File: config.mk
export PLATFORM = sky130hd
export DESIGN_NAME = fcl_mac_accum
export DESIGN_NICKNAME = d
export VERILOG_FILES = /design/src/rtl/fcl_pkg.sv /design/src/rtl/fcl_mac_lane.sv /design/src/rtl/fcl_mac_accum.sv
export SDC_FILE = /design/constraint.sdc
export NUM_CORES = 1
export LEC_CHECK = 0
export CORE_ASPECT_RATIO = 1.5
export CORE_MARGIN = 2
export CORE_UTILIZATION = 40
export CTS_CLUSTER_SIZE = 16
export DETAILED_ROUTE_END_ITERATION = 16
export PLACE_DENSITY_LB_ADDON = 0.2
export SYNTH_ARGS = -nofsm -noshare
export SYNTH_HDL_FRONTEND = slang
export SYNTH_SLANG_ARGS = --single-unit
export TNS_END_PERCENT = 50
File: constraint.sdc
create_clock -name fcl_clk -period 7.44 [get_ports fcl_clk]
set_clock_uncertainty 0.05 [all_clocks]
set_input_delay 1.488 -clock fcl_clk [delete_from_list [all_inputs] [get_ports fcl_clk]]
set_output_delay 1.488 -clock fcl_clk [all_outputs]
set_load 0.05 [all_outputs]
File: src/rtl/fcl_pkg.sv
// ---------------------------------------------------------------------------
// fcl_pkg
// Shared definitions for the fully-connected-layer MAC accumulator:
//   - default width constants used as parameter defaults
//   - fcl_state_e : frame controller states (IDLE / ACCUM / DONE)
//   - fcl_sat_add : signed add clamped to a given bit width, used by the
//                   lanes when the FCL_SAT_EN macro is defined
// No ports (package).
// ---------------------------------------------------------------------------
package fcl_pkg;

  localparam int FCL_DATA_WIDTH   = 8;
  localparam int FCL_WEIGHT_WIDTH = 8;
  localparam int FCL_ACC_WIDTH    = 22;
  localparam int FCL_NUM_NEURONS  = 4;
  localparam int FCL_NUM_TERMS    = 120;

  typedef enum logic [1:0] {
    ST_IDLE  = 2'd0,
    ST_ACCUM = 2'd1,
    ST_DONE  = 2'd2
  } fcl_state_e;

  // Operands arrive sign-extended to 64 bits, so the 64-bit sum cannot
  // overflow for any width below 63; the result is then clamped to the
  // signed range of 'width' bits and returned sign-extended.
  function automatic logic signed [63:0] fcl_sat_add(
    input logic signed [63:0] a,
    input logic signed [63:0] b,
    input int unsigned        width
  );
    logic signed [63:0] sum;
    logic signed [63:0] max_v;
    logic signed [63:0] min_v;
    sum   = a + b;
    max_v = (64'sd1 <<< (width - 1)) - 64'sd1;
    min_v = -(64'sd1 <<< (width - 1));
    if (sum > max_v) begin
      return max_v;
    end else if (sum < min_v) begin
      return min_v;
    end
    return sum;
  endfunction

endpackage

File: src/rtl/fcl_mac_lane.sv
// ---------------------------------------------------------------------------
// fcl_mac_lane
// One neuron lane: signed multiply of the shared activation by this lane's
// weight, sign-extension of the full-precision product to the accumulator
// width, then either a bias load (first beat of a frame) or an accumulate.
// Optional macro FCL_SAT_EN: when defined every add saturates to the signed
// ACC_WIDTH limits, otherwise adds wrap in two's complement.
// Ports:
//   clk, rst  : clock, synchronous active-high reset (clears accumulator)
//   load      : this beat starts a frame, so bias replaces the accumulator
//   en        : beat accepted, update accumulator
//   data      : signed activation
//   weight    : signed weight for this lane
//   bias      : signed bias, only used when load is high
//   sum       : value the accumulator takes if this beat is accepted
// ---------------------------------------------------------------------------
module fcl_mac_lane
  import fcl_pkg::*;
#(
  parameter int DATA_WIDTH   = FCL_DATA_WIDTH,
  parameter int WEIGHT_WIDTH = FCL_WEIGHT_WIDTH,
  parameter int ACC_WIDTH    = FCL_ACC_WIDTH
) (
  input  logic                           clk,
  input  logic                           rst,
  input  logic                           load,
  input  logic                           en,
  input  logic signed [DATA_WIDTH-1:0]   data,
  input  logic signed [WEIGHT_WIDTH-1:0] weight,
  input  logic signed [ACC_WIDTH-1:0]    bias,
  output logic signed [ACC_WIDTH-1:0]    sum
);

  logic signed [DATA_WIDTH+WEIGHT_WIDTH-1:0] prod;
  logic signed [ACC_WIDTH-1:0]               prod_ext;
  logic signed [ACC_WIDTH-1:0]               base;
  logic signed [ACC_WIDTH-1:0]               acc;

  assign prod     = data * weight;
  // Size cast of a signed value sign-extends.
  assign prod_ext = ACC_WIDTH'(prod);
  assign base     = load ? bias : acc;

`ifdef FCL_SAT_EN
  logic signed [63:0] sat_sum;
  assign sat_sum = fcl_sat_add(64'(base), 64'(prod_ext), ACC_WIDTH);
  assign sum     = sat_sum[ACC_WIDTH-1:0];
`else
  assign sum = base + prod_ext;
`endif

  // Accumulator register: only moves on accepted beats.
  always_ff @(posedge clk) begin
    if (rst) begin
      acc <= '0;
    end else if (en) begin
      acc <= sum;
    end
  end

endmodule

File: src/rtl/fcl_mac_accum.sv
// ---------------------------------------------------------------------------
// fcl_mac_accum
// Fully-connected-layer MAC: NUM_NEURONS lanes share one activation stream.
// Each frame is NUM_TERMS accepted beats; the first beat loads bias plus
// product, later beats accumulate. After the last beat the lane sums are
// captured into out_data_o and offered with out_valid_o until taken.
// Optional macro FCL_SAT_EN: saturating accumulation (default: wrapping).
// Ports:
//   fcl_clk, fcl_rst        : clock, synchronous active-high reset
//   in_valid_i, in_ready_o  : input beat handshake (ready low while DONE)
//   in_data_i               : signed activation shared by all lanes
//   wt_i                    : packed signed per-lane weights
//   bias_i                  : packed signed per-lane biases (first beat only)
//   out_valid_o, out_ready_i: result handshake
//   out_data_o              : packed signed neuron sums
// ---------------------------------------------------------------------------
module fcl_mac_accum
  import fcl_pkg::*;
#(
  parameter int DATA_WIDTH   = FCL_DATA_WIDTH,
  parameter int WEIGHT_WIDTH = FCL_WEIGHT_WIDTH,
  parameter int ACC_WIDTH    = FCL_ACC_WIDTH,
  parameter int NUM_NEURONS  = FCL_NUM_NEURONS,
  parameter int NUM_TERMS    = FCL_NUM_TERMS
) (
  input  logic                                fcl_clk,
  input  logic                                fcl_rst,
  input  logic                                in_valid_i,
  output logic                                in_ready_o,
  input  logic [DATA_WIDTH-1:0]               in_data_i,
  input  logic [NUM_NEURONS*WEIGHT_WIDTH-1:0] wt_i,
  input  logic [NUM_NEURONS*ACC_WIDTH-1:0]    bias_i,
  output logic                                out_valid_o,
  input  logic                                out_ready_i,
  output logic [NUM_NEURONS*ACC_WIDTH-1:0]    out_data_o
);

  localparam int               CNT_W    = $clog2(NUM_TERMS + 1);
  localparam logic [CNT_W-1:0] LAST_CNT = CNT_W'(NUM_TERMS - 1);

  fcl_state_e                       state;
  fcl_state_e                       state_next;
  logic [CNT_W-1:0]                 count;
  logic                             accept;
  logic                             first_beat;
  logic                             last_beat;
  logic [NUM_NEURONS*ACC_WIDTH-1:0] lane_sum;

  assign accept     = in_valid_i && in_ready_o;
  // In IDLE the counter is always zero, so IDLE means "next beat is first".
  assign first_beat = (state == ST_IDLE);
  assign last_beat  = (count == LAST_CNT);

  for (genvar n = 0; n < NUM_NEURONS; n++) begin : g_lane
    fcl_mac_lane #(
      .DATA_WIDTH  (DATA_WIDTH),
      .WEIGHT_WIDTH(WEIGHT_WIDTH),
      .ACC_WIDTH   (ACC_WIDTH)
    ) u_lane (
      .clk   (fcl_clk),
      .rst   (fcl_rst),
      .load  (first_beat),
      .en    (accept),
      .data  (in_data_i),
      .weight(wt_i[n*WEIGHT_WIDTH +: WEIGHT_WIDTH]),
      .bias  (bias_i[n*ACC_WIDTH +: ACC_WIDTH]),
      .sum   (lane_sum[n*ACC_WIDTH +: ACC_WIDTH])
    );
  end

  // State register for the frame controller.
  always_ff @(posedge fcl_clk) begin
    if (fcl_rst) begin
      state <= ST_IDLE;
    end else begin
      state <= state_next;
    end
  end

  // Next-state and handshake outputs. in_valid_i is used directly in the
  // states where ready is high so the block never depends on its own output.
  always_comb begin
    state_next  = state;
    in_ready_o  = 1'b0;
    out_valid_o = 1'b0;
    unique case (state)
      ST_IDLE: begin
        in_ready_o = 1'b1;
        if (in_valid_i) begin
          state_next = (NUM_TERMS == 1) ? ST_DONE : ST_ACCUM;
        end
      end
      ST_ACCUM: begin
        in_ready_o = 1'b1;
        if (in_valid_i && last_beat) begin
          state_next = ST_DONE;
        end
      end
      ST_DONE: begin
        out_valid_o = 1'b1;
        if (out_ready_i) begin
          state_next = ST_IDLE;
        end
      end
      default: state_next = ST_IDLE;
    endcase
  end

  // Beat counter: counts accepted beats, cleared when the result is taken.
  // It peaks at NUM_TERMS while in DONE, which always fits in CNT_W bits.
  always_ff @(posedge fcl_clk) begin
    if (fcl_rst) begin
      count <= '0;
    end else if ((state == ST_DONE) && out_ready_i) begin
      count <= '0;
    end else if (accept) begin
      count <= count + CNT_W'(1);
    end
  end

  // Result register: captures the lane sums on the last beat so the output
  // stays put while the accumulators start the next frame.
  always_ff @(posedge fcl_clk) begin
    if (fcl_rst) begin
      out_data_o <= '0;
    end else if (accept && last_beat) begin
      out_data_o <= lane_sum;
    end
  end

endmodule

* Yosys cells after proc, flatten, opt, wreduce, memory -nomap -nowiden
Index checks and enable logic that the tools add are counted.
** Storage, ports and cells
- Register bits :: 185
- Bits of input ports :: 132
- Output and inout bits :: 90
- Word-level logic and storage cells :: 40
** Cells by class
- Add/subtract/negate cells :: 5
- Multiply operators :: 4
- Equality and inequality tests :: 6
- Multiplexer cells :: 10
- Reductions and logical operators :: 8
** Operator list (count)
- 22-bit by 16-bit adder with 22-bit output :: 4
- 22-bit two-way mux :: 4
- 8-bit by 8-bit multiplier with 16-bit output :: 4
- 7-bit by 1-bit adder with 7-bit output (second input constant) :: 1
- 7-bit equality test (second input constant) :: 1
- 2-bit two-way mux :: 3
- 2-bit != test (second input constant) :: 3
- 2-bit one-hot mux with 3 select lines :: 1
- 1-bit logical AND :: 4
- 2-bit OR reduction :: 2
- 3-bit AND reduction :: 1
- 2-bit by 1-bit equality test with 1-bit output (second input constant) :: 1
- 2-bit equality test (second input constant) :: 1
- 2-bit zero test :: 1
- 1-bit two-way mux :: 2

* Logic depth before layout (Yosys ltp)
- Depth after elaboration :: 5
- Depth in mapped cells :: 21
- Depth with buffers taken out :: 19

* Hierarchy
Synthesis repeated with hierarchy kept, for this count alone.
** Unflattened totals
- Cells, all modules :: 2501
- Area total of the unflattened synthesis :: 24136.9 um^2
** Modules (own cells, without submodules)
- fcl_mac_lane at g_lane[1].u_lane :: instances 1, cells each 517, area an instance 5014.8 um^2, sequential area each 440.4 um^2
- fcl_mac_lane at g_lane[3].u_lane :: instances 1, cells each 510, area an instance 4994.8 um^2, sequential area each 440.4 um^2
- fcl_mac_lane at g_lane[0].u_lane :: instances 1, cells each 503, area an instance 4967.3 um^2, sequential area each 440.4 um^2
- fcl_mac_lane at g_lane[2].u_lane :: instances 1, cells each 510, area an instance 4953.5 um^2, sequential area each 440.4 um^2
- fcl_mac_accum :: instances 1, cells each 461, area an instance 4206.5 um^2, sequential area each 1941.9 um^2

* Worst setup path after synthesis
Ideal clock, no wire load.
- Path type :: input -> register
- Start :: input port in_data_i[7]
- End :: register g_lane[3].u_lane.acc[21]
- Library setup time :: 0.103 ns
- Data arrival time :: 6.394 ns
- Data required time :: 7.287 ns
- Slack :: 0.893 ns
- Cell stages on the path :: 17
- Buffers on the path :: 1
- Path through :: clkbuf_1 -> and2_1 -> inv_1 -> fa_1 -> inv_1 -> fa_1 -> fa_1 -> fa_1 -> fa_1 -> ha_1 -> o21ai_0 -> o21ai_1 -> nand2_1 -> o21ai_0 -> a31oi_1 -> mux2i_1 -> a2111oi_2
** Between the ends
- Longest elaborated chain between the ends :: 2
** RTL lines
- start, declared :: line fcl_mac_accum.sv:30 : input logic [DATA_WIDTH-1:0] in_data_i,
- 8-bit by 8-bit multiplier with 16-bit output :: line fcl_mac_lane.sv:39 : assign prod = data * weight;
- 22-bit by 16-bit adder with 22-bit output :: line fcl_mac_lane.sv:49 : assign sum = base + prod_ext;
- end signal, assigned :: line fcl_mac_lane.sv:57 : acc <= sum;
- end, declared :: line fcl_mac_lane.sv:37 : logic signed [ACC_WIDTH-1:0] acc;
No other way between the ends.
A chain may end at the register's enable or synchronous reset.

* Final worst setup path
- Start :: input port in_data_i[7]
- End :: register out_data_o[85]
** Between the ends
- Longest elaborated chain between the ends :: 2
** RTL lines
- 8-bit by 8-bit multiplier with 16-bit output :: line fcl_mac_lane.sv:39
- 22-bit by 16-bit adder with 22-bit output :: line fcl_mac_lane.sv:49
- end signal, assigned :: line fcl_mac_accum.sv:127 : out_data_o <= lane_sum;
- end, declared :: line fcl_mac_accum.sv:35 : output logic [NUM_NEURONS*ACC_WIDTH-1:0] out_data_o
No other way between the ends.

==> results.md <==
CTS:
- The TritonCTS buffer count is 17.
- At the later pin of the worst-skew pair, clock insertion delay measures ~490 ps.
- The TritonCTS clock tree is done.
- The maximum buffer depth of the clock tree is 2.
- The post-cts resize count is 0.
- The number of hold buffers added after CTS was 0.
- The number of sinks handled by clock tree synthesis is between 150 and 200.
- The deepest level of the CTS H-tree is 4.
- The number of setup buffers added after CTS is 0.
- The register clock-pin slew on the reported worst setup and hold paths is ~70 ps.
- The tree is rooted in a clkbuf_16.

Logic synthesis:
- Of the post-synthesis cell area, the dominant cell type holds 0.338.
- After synthesis, the cell types taking the most area are fa_1, dfxtp_1, ha_1.
- The count of synthesis-stage warnings from yosys is 0.
- The post-synthesis sequential area ratio is 0.163.
- The synthesized instance count is about 2500.
- The mean area per synthesized cell is around 9.2 um^2.
- After synthesis the cells add up to 22800 um^2.
- The distinct cell type count of the synthesized netlist is 65.
- Of all flip-flops after synthesis, the portion carrying an async set or reset was 0.
- The number of enable flip-flop cells after synthesis is 0.
- The most used flip-flop cell after synthesis is dfxtp_1.
- The synthesized design contains around 190 register bits.
- The dominant cell type by area after synthesis is fa_1.
- The total nets after synthesis is approximately 3200.

Floorplanning:
- The initial core utilization is 0.403.
- The row count is ~110.
- The area of the die is between 50000 and 60000 um^2.
- The die is 296 um tall.
- The area of the core is around 56000 um^2.
- The die width is a little under 200 um.
- The number of top-level pins is between 200 and 250.

STA:
- The hold violation count in the final report is 0.
- In the post-route analysis, the smallest setup slack over all paths is between 400 and 500 ps.
- Of the available clock period, the critical path in the final layout requires 0.943.
- The worst pin sits at a relative slew slack of 0.374.
- The total of endpoints with negative setup slack in the final report is 0.
- Derived from the worst setup path, the maximum achievable clock frequency is roughly 140 MHz.
- For the pin with the worst max-slew slack, the measured transition is 939 ps.
- The final setup TNS is 0 ps.
- The minimum clock period after layout is around 7000 ps.
- Setup repair after global routing left no endpoint under its margin.
- The total count of max-transition violations in the final report came to 0.

Placement:
- The HPWL after detailed placement is ~52000 um.
- The count of buffers added on input and output ports is 221.
- The placement-stage worst setup slack is -42.3 ps.
- The final estimated routing congestion in global placement is approximately 0.88.

Power:
- Summed over all cells, the static leakage comes to about 12 nW.
- Cell internal power was estimated by the tool at ~5.7 mW.
- The power per cell area is between 400 and 500 nW/um^2.
- For this design the total switching power over the nets is about 6.4 mW.
- Of the total power, the clock network draws 0.075.
- The switching part of the total power is 0.529.
- The part of the total power dissipated in sequential elements is 0.101.
- The share of power burned in combinational logic is 0.824.
- The worst-case vdd ir drop is between 300 and 400 uV.

Cells and area:
- The utilization after layout is 0.469.
- The ratio of cells with drive above 1 in the final layout is 0.0339.
- The net count of the finished layout is approximately 3400.
- The layout-stage area growth over the synthesis result is 16.4%.

Setup path:
- The startpoint identified for the worst register-to-register timing path is state[1].
- The critical path in this run is classified as in -> reg.
- The required arrival time at the worst endpoint is approximately 7700 ps.
- Broken down by cell family, the worst path's largest delay share belongs to adder cells.
- STA classifies the critical path startpoint as an input port.
- Counting cells, the worst reg-to-reg path comes to 18.
- In this design, the critical path's most frequently occurring cell is fa_1.
- The cell with the biggest individual delay on the critical path is fa_1.
- Of all nets on the critical path, the largest fanout is 32.
- The number of buffers and inverters on the critical path is 4.
- The signal on the critical path passes through clkdlybuf4s50_1 > buf_12 > and2_1 > inv_1 > fa_1 > fa_1 > inv_1 > fa_1 > fa_1 > ha_1 > ha_1 > a21oi_1 > o21ai_0 > a31oi_1 > o21ai_0 > a221oi_1 > xor2_1 > o21ai_0.
- For the worst setup path, the data arrival time is 7320 ps.
- The largest single stage delay on the critical path is 560 ps.
- The endpoint kind of the worst setup timing path is a register.
- The minimum setup slack among reg-to-reg paths is ~1100 ps.
- The endpoint of the most critical register-to-register path is out_data_o[85].

GRT:
- The number of antenna violations at the first check in global routing is 5.
- The overall routing resource usage is 0.231.
- The first global-routing pass estimated between 100000 and 150000 um of wire.
- The largest net degree at the start of global routing is 75.
- The number of global-route vias before repair is between 15000 and 20000.
- After global routing the overflow that remains totals 0.

Route:
- The number of DRC violations after detailed routing is 0.
- After detailed routing, the average wire length per cell comes to about 19 um.
- The via-per-instance ratio is roughly 5.2.
- The detail route stage leaves a number of antenna-violating nets equal to 0.
- The total wirelength of the detailed-routed design is around 65000 um.
- The iteration count of the initial detailed-routing pass is 5.
- For this block, the initial DRC count from the detailed router was between 600 and 700.
- The detailed-route via count is ~18000.

Min path:
- For hold timing, the worst endpoint is g_lane[0].u_lane.acc[0].
- The hold path startpoint is g_lane[0].u_lane.acc[0].
- The number of instances on the worst hold path is 2.
- The tightest min-delay check is of the reg -> reg type.

Run:
- The count of maximum capacitance violations is 0.

Outcome:
- The flow ran to the end, and the final reports show no timing, DRC or antenna violations.
[cells in the final DEF (no fill, tap or decap), types with 6 or more instances in the layout]
cell type / Yosys / final
xnor2_1: 56 / 56
clkbuf_16: 0 / 17
buf_12: 0 / 9
a31oi_1: 11 / 11
a211oi_1: 32 / 32
xor2_1: 23 / 23
and2_1: 132 / 132
nor2_1: 95 / 94
nand2_1: 372 / 371
nor2b_1: 7 / 6
nand3_1: 33 / 33
and4_1: 12 / 12
mux2_2: 9 / 9
ha_1: 201 / 201
fa_1: 384 / 384
nand4_1: 6 / 6
inv_1: 347 / 346
o21bai_1: 13 / 13
a311o_1: 13 / 13
and3_1: 6 / 6
a21oi_1: 163 / 163
nor3_1: 17 / 17
clkdlybuf4s50_1: 0 / 220
buf_4: 0 / 28
or3_1: 7 / 7
o311ai_0: 9 / 9
nand2b_1: 9 / 9
nor4_1: 11 / 11
a21o_1: 17 / 17
dfxtp_1: 185 / 185
mux2i_1: 83 / 83
o211ai_1: 7 / 7
o21ai_0: 46 / 46
[per-layer routing]
layer	GRT usage	vias up	share of wire
met1	0.280	8907	0.41
met2	0.409	388	0.51
met5	0	-	0.00052
li1	-	8271	-
met4	0.0885	6	0.036
met3	0.0365	95	0.042
[cells in the mapped netlist (11+ instances only)]
cell type / number
nor3_1: 17
and4_1: 12
xnor2_1: 56
o21bai_1: 13
nand3_1: 33
a311o_1: 13
o21ai_0: 46
and2_1: 132
nand2_1: 372
nor4_1: 11
a21oi_1: 163
fa_1: 384
nor2_1: 95
clkbuf_1: 80
a31oi_1: 11
a211oi_1: 32
ha_1: 201
dfxtp_1: 185
inv_1: 347
a21o_1: 17
buf_2: 13
mux2i_1: 83
xor2_1: 23
[metrics by stage]
step	cell area (um^2)	power, mW	hold WS, ps	instances
4_1_cts	26500	12.3	404	3415
6_report	26500	12.2	403	3416
2_1_floorplan	22800	8.79	374	2464
5_1_grt	26500	13.6	419	3416
3_3_place_gp	26000	11.1	389	3383
3_5_place_dp	26000	11.3	394	3383
[layout make-up]
cell class	count	area (um^2)
repair buffers	258	2600
fillers	5536	30000
inverters	351	1320
well taps	763	955
diodes	1	2.50
clock inverters	11	111
multi-input cells	1826	17400
clock buffers	21	440
flip-flops and latches	185	3700
[state kept, by name (all words and copies together) (netlist names)]
| register | flops |
|---|---|
| out_data_o | 88 |
| state | 2 |
| g_lane.u_lane.acc | 88 |
| count | 7 |
[worst max path at each step]
| stage | start | endpoint | slack [ps] | depth (start not counted) |
|---|---|---|---|---|
| floorplan | in_data_i[7] | g_lane[3].u_lane.acc[21] | 890 | 17 |
| global placement | in_data_i[7] | out_data_o[85] | 50 | 18 |
| detailed placement | in_data_i[7] | out_data_o[64] | -40 | 18 |
| CTS | in_data_i[7] | out_data_o[64] | 460 | 18 |
| global route | wt_i[17] | g_lane[2].u_lane.acc[20] | 150 | 17 |
| finish | in_data_i[7] | out_data_o[85] | 420 | 18 |
[power by group through the flow]
stage	clock network, mW	logic [mW]	registers, mW
global placement	0	9.83	1.25
detailed placement	0	10.0	1.26
CTS	0.946	10.1	1.23
global route	0.984	11.4	1.25
floorplan	0	7.56	1.23
finish	0.917	10.0	1.23
[kinds of logic (layout without fill, tap and decap cells)]
logic type,count (synthesis),count (layout),synth area share
AO/OA/AOI/OAI,354,354,0.0979
XOR/XNOR,79,79,0.0304
multiplexers,92,92,0.0409
adder cells (fa/ha/maj),585,585,0.448
flip-flops,185,185,0.163
other,0,1,0
AND/OR/NAND/NOR,716,716,0.145
buffers and inverters,453,641,0.0754
[worst reg2reg max path: stages, from the launching register on]
cell and delay (ps):
dfxtp_1 380, nor2_4 300, buf_12 370, buf_4 360, mux2i_1 340, fa_1 470, fa_1 530, inv_1 60
fa_1 550, fa_1 410, ha_1 290, ha_1 350, a21oi_1 190, o21ai_0 160, a31oi_1 190, o21ai_0 230
a221oi_1 350, xor2_1 430, o21ai_0 160
No activity file was read; power rests on OpenSTA's default activity.
